## config.mk

```make
export PLATFORM = sky130hd
export DESIGN_NAME = sub_result_display_flat
export DESIGN_NICKNAME = d
export VERILOG_FILES = /design/src/rtl/sub_result_display_if.sv /design/src/rtl/sub_result_display.sv /design/src/flat_wrapper.sv
export SDC_FILE = /design/constraint.sdc
export NUM_CORES = 1
export LEC_CHECK = 0
export ABC_AREA = 1
export CAP_MARGIN = 40
export CORE_MARGIN = 2
export CORE_UTILIZATION = 45
export DETAILED_ROUTE_END_ITERATION = 16
export PLACE_DENSITY = 0.7
export SYNTH_ARGS = -nofsm -noshare
export SYNTH_HDL_FRONTEND = slang
export SYNTH_SLANG_ARGS = --single-unit
```

## constraint.sdc

```tcl
create_clock -name clk -period 2.05 [get_ports clk]
set_clock_uncertainty 0.1 [all_clocks]
set_input_delay 0.41 -clock clk [delete_from_list [all_inputs] [get_ports clk]]
set_output_delay 0.41 -clock clk [all_outputs]
set_load 0.005 [all_outputs]
```

## src/rtl/sub_result_display_if.sv

```systemverilog
// ---------------------------------------------------------------------------
// sub_result_display_if
//   Valid/ready handshake carrying one subtractor result into the display
//   driver.
//   valid_i  : upstream presents a new difference
//   ready_o  : display driver can accept a value this cycle
//   result_i : 4-bit subtractor result
//   sign_i   : 1 = non-negative, 0 = negative (result_i is two's complement)
// ---------------------------------------------------------------------------
interface sub_result_display_if;
  logic       valid_i;
  logic       ready_o;
  logic [3:0] result_i;
  logic       sign_i;

  modport master (
    output valid_i,
    output result_i,
    output sign_i,
    input  ready_o
  );

  modport slave (
    input  valid_i,
    input  result_i,
    input  sign_i,
    output ready_o
  );
endinterface

```

## src/rtl/sub_result_display.sv

```systemverilog
// ---------------------------------------------------------------------------
// sub_result_display
//   Three-digit multiplexed common-anode 7-segment driver for the 4-bit
//   subtractor output. A value is captured on the valid/ready handshake,
//   converted to signed decimal magnitude in one cycle, and then scanned as
//   sign / tens / units digits. The value is held until a new one arrives.
//
//   Parameters
//     REFRESH_DIV : clock cycles each digit stays enabled (>= 2)
//   Ports
//     clk    : system clock, rising edge
//     rst_n  : asynchronous active-low reset
//     up     : handshake interface (slave side)
//     seg_o  : segments {g,f,e,d,c,b,a}, active low, registered
//     an_o   : digit enables {sign,tens,units}, active low, registered
// ---------------------------------------------------------------------------
module sub_result_display #(
  parameter int REFRESH_DIV = 50000
) (
  input  logic                 clk,
  input  logic                 rst_n,
  sub_result_display_if.slave  up,
  output logic [6:0]           seg_o,
  output logic [2:0]           an_o
);

  localparam int CW = (REFRESH_DIV > 2) ? $clog2(REFRESH_DIV) : 1;
  localparam logic [CW-1:0] CNT_LAST = CW'(REFRESH_DIV - 1);

  localparam logic [6:0] SEG_BLANK = 7'b1111111;
  localparam logic [6:0] SEG_MINUS = 7'b0111111;
  localparam logic [6:0] SEG_ONE   = 7'b1111001;

  typedef enum logic [1:0] {
    IDLE    = 2'd0,
    CONVERT = 2'd1,
    SHOW    = 2'd2
  } state_t;

  state_t state, state_nxt;

  logic            ready_q;
  logic            accept;

  logic [3:0]      result_p0;
  logic            sign_p0;

  logic            tens_p1;
  logic [3:0]      units_p1;
  logic            neg_p1;

  logic [3:0]      mag_c;
  logic            tens_c;
  logic [3:0]      units_c;
  logic            neg_c;

  logic [CW-1:0]   cnt;
  logic [1:0]      idx;

  // Magnitude of the signed 5-bit value {~sign, result}. The negative case
  // wraps modulo 16, so "negative zero" (sign 0, result 0) yields 0.
  function automatic logic [3:0] mag_of(input logic [3:0] r, input logic s);
    logic signed [4:0] d;
    logic signed [4:0] a;
    d = s ? signed'({1'b0, r}) : signed'({1'b1, r});
    a = (d < 0) ? -d : d;
    return a[3:0];
  endfunction

  function automatic logic [6:0] seg_digit(input logic [3:0] d);
    logic [6:0] s;
    case (d)
      4'd0:    s = 7'b1000000;
      4'd1:    s = 7'b1111001;
      4'd2:    s = 7'b0100100;
      4'd3:    s = 7'b0110000;
      4'd4:    s = 7'b0011001;
      4'd5:    s = 7'b0010010;
      4'd6:    s = 7'b0000010;
      4'd7:    s = 7'b1111000;
      4'd8:    s = 7'b0000000;
      4'd9:    s = 7'b0010000;
      default: s = SEG_BLANK;
    endcase
    return s;
  endfunction

  assign up.ready_o = ready_q;
  assign accept     = up.valid_i && ready_q;

  // ---- control FSM ----
  always_ff @(posedge clk or negedge rst_n) begin
    if (!rst_n) begin
      state   <= IDLE;
      ready_q <= 1'b1;
    end else begin
      state   <= state_nxt;
      ready_q <= (state_nxt != CONVERT);
    end
  end

  always_comb begin
    state_nxt = state;
    case (state)
      IDLE:    if (accept) state_nxt = CONVERT;
      CONVERT: state_nxt = SHOW;
      SHOW:    if (accept) state_nxt = CONVERT;
      default: state_nxt = IDLE;
    endcase
  end

  // ---- stage p0: capture on handshake ----
  always_ff @(posedge clk) begin
    if (accept) begin
      result_p0 <= up.result_i;
      sign_p0   <= up.sign_i;
    end
  end

  // ---- stage p1: decimal conversion, held until the next CONVERT ----
  always_comb begin
    mag_c   = mag_of(result_p0, sign_p0);
    tens_c  = (mag_c >= 4'd10);
    units_c = tens_c ? (mag_c - 4'd10) : mag_c;
    neg_c   = !sign_p0 && (mag_c != 4'd0);
  end

  always_ff @(posedge clk or negedge rst_n) begin
    if (!rst_n) begin
      tens_p1  <= 1'b0;
      units_p1 <= 4'd0;
      neg_p1   <= 1'b0;
    end else if (state == CONVERT) begin
      tens_p1  <= tens_c;
      units_p1 <= units_c;
      neg_p1   <= neg_c;
    end
  end

  // ---- free-running scan: never restarted by captures ----
  always_ff @(posedge clk or negedge rst_n) begin
    if (!rst_n) begin
      cnt <= '0;
      idx <= 2'd0;
    end else if (cnt == CNT_LAST) begin
      cnt <= '0;
      idx <= (idx == 2'd2) ? 2'd0 : idx + 2'd1;
    end else begin
      cnt <= cnt + 1'b1;
    end
  end

  // ---- stage p2: registered segment/anode drive ----
  always_ff @(posedge clk or negedge rst_n) begin
    if (!rst_n) begin
      seg_o <= SEG_BLANK;
      an_o  <= 3'b111;
    end else if (state == IDLE) begin
      seg_o <= SEG_BLANK;
      an_o  <= 3'b111;
    end else begin
      case (idx)
        2'd0: begin
          an_o  <= 3'b110;
          seg_o <= seg_digit(units_p1);
        end
        2'd1: begin
          an_o  <= 3'b101;
          seg_o <= tens_p1 ? SEG_ONE : SEG_BLANK;
        end
        2'd2: begin
          an_o  <= 3'b011;
          seg_o <= neg_p1 ? SEG_MINUS : SEG_BLANK;
        end
        default: begin
          an_o  <= 3'b111;
          seg_o <= SEG_BLANK;
        end
      endcase
    end
  end

endmodule
```

## src/flat_wrapper.sv

```systemverilog
// flat-port wrapper written by rule: the top's interface ports become plain ports
module sub_result_display_flat 
#(
  parameter int REFRESH_DIV = 50000
)
  (clk, rst_n, seg_o, an_o, up_valid_i, up_result_i, up_sign_i, up_ready_o);
  sub_result_display_if up_i ();
  input  logic clk;
  input  logic rst_n;
  output logic [6:0] seg_o;
  output logic [2:0] an_o;
  input wire logic [$bits(up_i.valid_i)-1:0] up_valid_i;
  input wire logic [$bits(up_i.result_i)-1:0] up_result_i;
  input wire logic [$bits(up_i.sign_i)-1:0] up_sign_i;
  output wire logic [$bits(up_i.ready_o)-1:0] up_ready_o;
  assign up_i.valid_i = up_valid_i;
  assign up_i.result_i = up_result_i;
  assign up_i.sign_i = up_sign_i;
  assign up_ready_o = up_i.ready_o;
  sub_result_display #(.REFRESH_DIV(REFRESH_DIV)) u_core (.clk(clk), .rst_n(rst_n), .up(up_i), .seg_o(seg_o), .an_o(an_o));
endmodule
```

After elaboration in Yosys (flattened, before gate mapping)
Memory sizes are Yosys's and may differ from the RTL's.
Cells that the tools add are included.
{ "totals": {"register_bits": 42, "mem_bits_ro": 112, "input_bits": 8, "elab_cells": 44, "memories": 1} }
{ "mem_list": {"columns": ["name", "depth", "word_bits", "rd", "rd_clocked_by_memory_dff", "wr", "line_no", "text"], "rows": [
  ["(no name shown)", 16, 7, 1, 0, 0, "sub_result_display.sv:72", "case (d)"]
]} }
{ "classes": {"n_addsub": 4, "magnitude_cmp": 2, "eq_ne": 6, "muxes": 13, "n_reduce_logical": 7} }
{ "ops": {"columns": ["op", "count"], "rows": [
  ["one-hot mux 7 bit (3 select lines)", 1],
  ["adder 16 x 1 -> 16 bit, second input constant", 1],
  ["equality test 16 bit, second input constant", 1],
  ["2-to-1 mux 16 bit", 1],
  ["2-to-1 mux 7 bit", 2],
  ["one-hot mux 3 bit (3 select lines)", 1],
  ["2-to-1 mux 4 bit", 2],
  ["2-to-1 mux 3 bit", 2],
  ["less-than comparator 5 x 1 -> 1 bit, second input constant", 1],
  ["2-to-1 mux 5 bit", 1],
  ["equality test 2 x 1 -> 1 bit, second input constant", 2],
  ["equality test 2 bit, second input constant", 2],
  [">= comparator 4 bit, second input constant", 1],
  ["logical NOT 2 bit", 2],
  ["2-to-1 mux 2 bit", 2],
  ["negation 4 bit", 1],
  ["one-hot mux 2 bit (2 select lines)", 1],
  ["nonzero test 4 bit", 1],
  ["subtractor 4 bit, second input constant", 1],
  ["adder 2 x 1 -> 2 bit, second input constant", 1],
  ["logical AND 1 bit", 2],
  ["!= test 2 x 1 -> 1 bit, second input constant", 1],
  ["OR reduction 2 bit", 1],
  ["logical NOT 1 bit", 1]
]} }

Logic depth before layout (Yosys ltp)
{ "depth": {"word_depth": 5, "depth_mapped": 11, "ltp_nobuf": 11} }

Worst setup path after synthesis
OpenSTA, ideal clock, no wires.
{ "synth_path": {"path_kind": "flip-flop to flip-flop", "from": "register u_core.result_p0[0]", "to": "register u_core.units_p1[2]", "setup_time_ns": 0.116, "arrival_time_ns": 1.333, "required_time_ns": 1.834, "slack_ns": 0.500, "stages_incl_launch_ff": 11, "synth_period_minus_slack_ns": 1.550, "cell_sequence": "edfxtp_1 -> inv_1 -> ha_1 -> o21ai_0 -> nand2_1 -> ha_1 -> inv_1 -> nand3_1 -> nand2_1 -> nand2_1 -> nand2_1"} }
{ "synth_via": {"elab_chain_len": 5} }
{ "synth_lines": {"columns": ["element", "line_no", "text"], "rows": [
  ["start: declaration", "sub_result_display.sv:45", "logic [3:0] result_p0;"],
  ["start signal: assignment", "sub_result_display.sv:115", "result_p0 <= up.result_i;"],
  ["2-to-1 mux 5 bit (*)", "sub_result_display.sv:65", "d = s ? signed'({1'b0, r}) : signed'({1'b1, r});"],
  ["negation 4 bit or less-than comparator 5 x 1 -> 1 bit (tied branches)", "sub_result_display.sv:66", "a = (d < 0) ? -d : d;"],
  ["2-to-1 mux 4 bit (*)", "sub_result_display.sv:66", null],
  ["subtractor 4 bit or >= comparator 4 bit (tied branches)", "sub_result_display.sv:124, sub_result_display.sv:123", null],
  ["2-to-1 mux 4 bit (*)", "sub_result_display.sv:124", "units_c = tens_c ? (mag_c - 4'd10) : mag_c;"],
  ["end signal: assignment", "sub_result_display.sv:135", "units_p1 <= units_c;"],
  ["end: declaration", "sub_result_display.sv:49", "logic [3:0] units_p1;"]
]} }
Every way passes the cells marked *; elsewhere a longest branch is shown, timed or not.
A chain may end at the register's enable or synchronous reset.

Worst setup path after layout
{ "layout_path": {"from": "register u_core.ready_q (netlist: u_core.up.ready_o)", "to": "output up_ready_o"} }
{ "layout_lines": {"columns": ["element", "line_no", "text"], "rows": [
  ["start: declaration", "sub_result_display.sv:42", "logic ready_q;"],
  ["start signal: assignment", "sub_result_display.sv:98", "ready_q <= (state_nxt != CONVERT);"],
  ["end: declaration", "flat_wrapper.sv:15", "output wire logic [$bits(up_i.ready_o)-1:0] up_ready_o;"]
]} }
No word-level cell between the ends.

==> impl_metrics.env <==
export IMPL_yosysWarnings=0
export IMPL_hold_violations=0
export IMPL_cts_tree="yes"
export IMPL_grt_first_pass_wirelength_um=6710
export IMPL_period_needed_ps=1820
export IMPL_antenna_found_initial=0
export IMPL_area_growth_pct=15.9
export IMPL_drt_iter0_drc=119
export IMPL_synth_cells=260
export IMPL_tightestPinTransition_ps=442
export IMPL_yosys_area_top_type="dfrtp_1"
export IMPL_finalCritPeriodShare=0.889
export IMPL_required_ps=1540
export IMPL_path_depth=1
export IMPL_dieArea_sq_um=5550
export IMPL_design_core_area_sq_um=4750
export IMPL_wirelength_um=3610
export IMPL_dpl_hpwl_um=2700
export IMPL_cts_resized=0
export IMPL_crit_buf_inv=1
export IMPL_crit_fanout=2
export IMPL_path_clk_slew_ps=70
export IMPL_drv_cap=0
export IMPL_diodes=0
export IMPL_root_buffer="clkbuf_8"
export IMPL_peakVddDrop_mv=0.383
export IMPL_rows=25
export IMPL_grt_ovfl_total=0
export IMPL_slew_violations=0
export IMPL_track_usage=0.156
export IMPL_ys_seq_area_frac=0.487
export IMPL_relSlewSlack=0.705
export IMPL_clk_insertion_delay_late_ps=290
export IMPL_post_drt_via_cell_ratio=4.72
export IMPL_syn_area_per_cell_sq_um=8.61
export IMPL_fin_area_sq_um=2590
export IMPL_gp_congestion=0.865
export IMPL_final_nets=310
export IMPL_vias=1667
export IMPL_ios=19
export IMPL_critPathMaxStageDelay_ps=530
export IMPL_die_h_um=74.5
export IMPL_hold_path_class="register to register"
export IMPL_crit_slowest_cell="dfstp_2"
export IMPL_die_width_um=74.5
export IMPL_initial_core_util=0.471
export IMPL_grt_pass1_vias=1578
export IMPL_reg2reg_depth=10
export IMPL_cp_end_kind="output port"
export IMPL_htree_levels=2
export IMPL_synth_cell_types=29
export IMPL_yosys_area_top_type_share=0.291
export IMPL_synth_edf_count=5
export IMPL_dr_pass1_iters=4
export IMPL_yosysMostFrequentCell="nand2_1"
export IMPL_yosys_register_bits=42
export IMPL_synth_area_leaders="dfrtp_1, dfstp_2, nand2_1, ha_1, edfxtp_1"
export IMPL_powerDensity_nw_per_um2=847
export IMPL_post_dp_cell_area_sq_um=2500
export IMPL_drive_gt1_frac=0.112
export IMPL_synth_async_reset_ratio=0.881
export IMPL_ant_nets=0
export IMPL_drcViolationCount=0
export IMPL_synth_ff_type="dfrtp_1"
export IMPL_rsz0062_at_grt="false"
export IMPL_wl_per_cell_um=10.2
export IMPL_status="finished clean"
export IMPL_setup_tns_ps=0
export IMPL_cts_hold_fix_buffers=0
export IMPL_whs_path_depth=1
export IMPL_setup_worst_path_start_class="register"
export IMPL_clock_path_buffers=2
export IMPL_path_cells="clkdlybuf4s50_1"
export IMPL_p_leak_nw=1.27
export IMPL_clock_sinks=42
export IMPL_cts_inserted_buffers=5
export IMPL_port_buffers=18
export IMPL_setup_viol=0
export IMPL_power_total_mw=2.20
export IMPL_post_cts_setup_buffers=0
export IMPL_crit_type="register to output port"
export IMPL_syn_num_nets=285
export IMPL_syn_area_sq_um=2240
export IMPL_worstPathArrival_ps=1310
export IMPL_cp_top_family="flip-flops"
export IMPL_grt_max_degree=38
export IMPL_synth_common_cells="nand2_1, inv_1, nor2_1, dfrtp_1, ha_1"
export IMPL_max_clock_freq_mhz=548
-- registers in the layout, indices dropped and copies added (netlist names) --
| register | flops |
|---|---|
| u_core.an_o | 3 |
| u_core.cnt | 16 |
| u_core.sign_p0 | 1 |
| u_core.seg_o | 7 |
| u_core.units_p1 | 4 |
| u_core.idx | 2 |
| u_core.state | 2 |
| u_core.tens_p1 | 1 |
| u_core.up.ready_o | 1 |
| u_core.result_p0 | 4 |
| u_core.neg_p1 | 1 |
-- logic make-up after synthesis --
kind of cell,share of synthesized area
and+or+nand+nor,0.262
DFF,0.487
xor gates and xnor gates,0.0235
buffers and inverters,0.0721
AOI/OAI and AO/OA,0.0609
adders and majority gates,0.0950
-- stage by stage --
stage	util	std cells	worst slack [ps]	hold slack, ps
after floorplan	-	260	500	14.4
after global placement	0.526	345	445	362
after detailed placement	0.526	345	393	367
after CTS	0.546	353	212	381
after global routing	0.546	353	142	421
final	0.546	353	227	383
-- power by group --
group / internal (mW) / switching (mW)
clock: 0.272 / 0.266
combinational: 0.275 / 0.292
sequential: 1.02 / 0.0760
-- path summary, 6_finish.rpt --
check	slack, ps	endpoint	startpoint
max	230	up_ready_o	u_core.up.ready_o$_DFF_PN1_
min	380	u_core.cnt[0]$_DFF_PN0_	u_core.cnt[0]$_DFF_PN0_
max reg2reg	360	u_core.units_p1[2]$_DFFE_PN0P_	u_core.result_p0[0]$_DFFE_PP_
min reg2reg	380	u_core.cnt[0]$_DFF_PN0_	u_core.cnt[0]$_DFF_PN0_
max in group asynchronous	1070	u_core.seg_o[5]$_DFF_PN1_	rst_n
min in group asynchronous	430	u_core.cnt[14]$_DFF_PN0_	rst_n
-- cell usage in the layout, fill, tap and decap left out --
| cell type | Yosys | layout |
|---|---|---|
| ha_1 | 17 | 17 |
| nand2_2 | 1 | 1 |
| clkbuf_8 | 0 | 6 |
| buf_4 | 1 | 1 |
| o21ai_1 | 2 | 2 |
| nand3_1 | 14 | 14 |
| inv_2 | 3 | 3 |
| clkinv_2 | 0 | 1 |
| clkdlybuf4s50_1 | 0 | 18 |
| nor3_2 | 3 | 3 |
| nand4_1 | 5 | 5 |
| o21ai_0 | 10 | 10 |
| nor3_1 | 4 | 4 |
| nor2_2 | 1 | 1 |
| nor4_1 | 1 | 1 |
| dfrtp_1 | 26 | 26 |
| nand2_1 | 67 | 67 |
| dfstp_2 | 11 | 11 |
| edfxtp_1 | 5 | 5 |
| a31oi_4 | 1 | 1 |
| o22ai_1 | 1 | 1 |
| o2111ai_1 | 1 | 1 |
| a21oi_1 | 5 | 5 |
| nand3b_1 | 1 | 1 |
| xor2_1 | 6 | 6 |
| clkbuf_1 | 0 | 1 |
| inv_1 | 38 | 38 |
| nor2_1 | 30 | 30 |
| nor3_4 | 1 | 1 |
| o21ai_2 | 1 | 1 |
| a31oi_1 | 1 | 1 |
| nor3b_1 | 1 | 1 |
| nand3_2 | 2 | 2 |
-- final cells by class --
cell class	instances	area, sq um
clock buffer	7	86.3
clock inverter	1	5.00
fill	447	2160
inverter	41	154
multi-input combinational	176	987
sequential	42	1090
tap	67	83.8
timing repair buffer	19	188
-- layer usage --
metal  global-route usage  vias to the layer above  part of all wire
li1                     -                      869                 -
met1                0.214                      758              0.50
met2                0.243                       35              0.45
met3               0.0285                        5             0.040
met4               0.0675                        0             0.012
met5                    0                        -                 0
(Power assumes the default switching activity.)
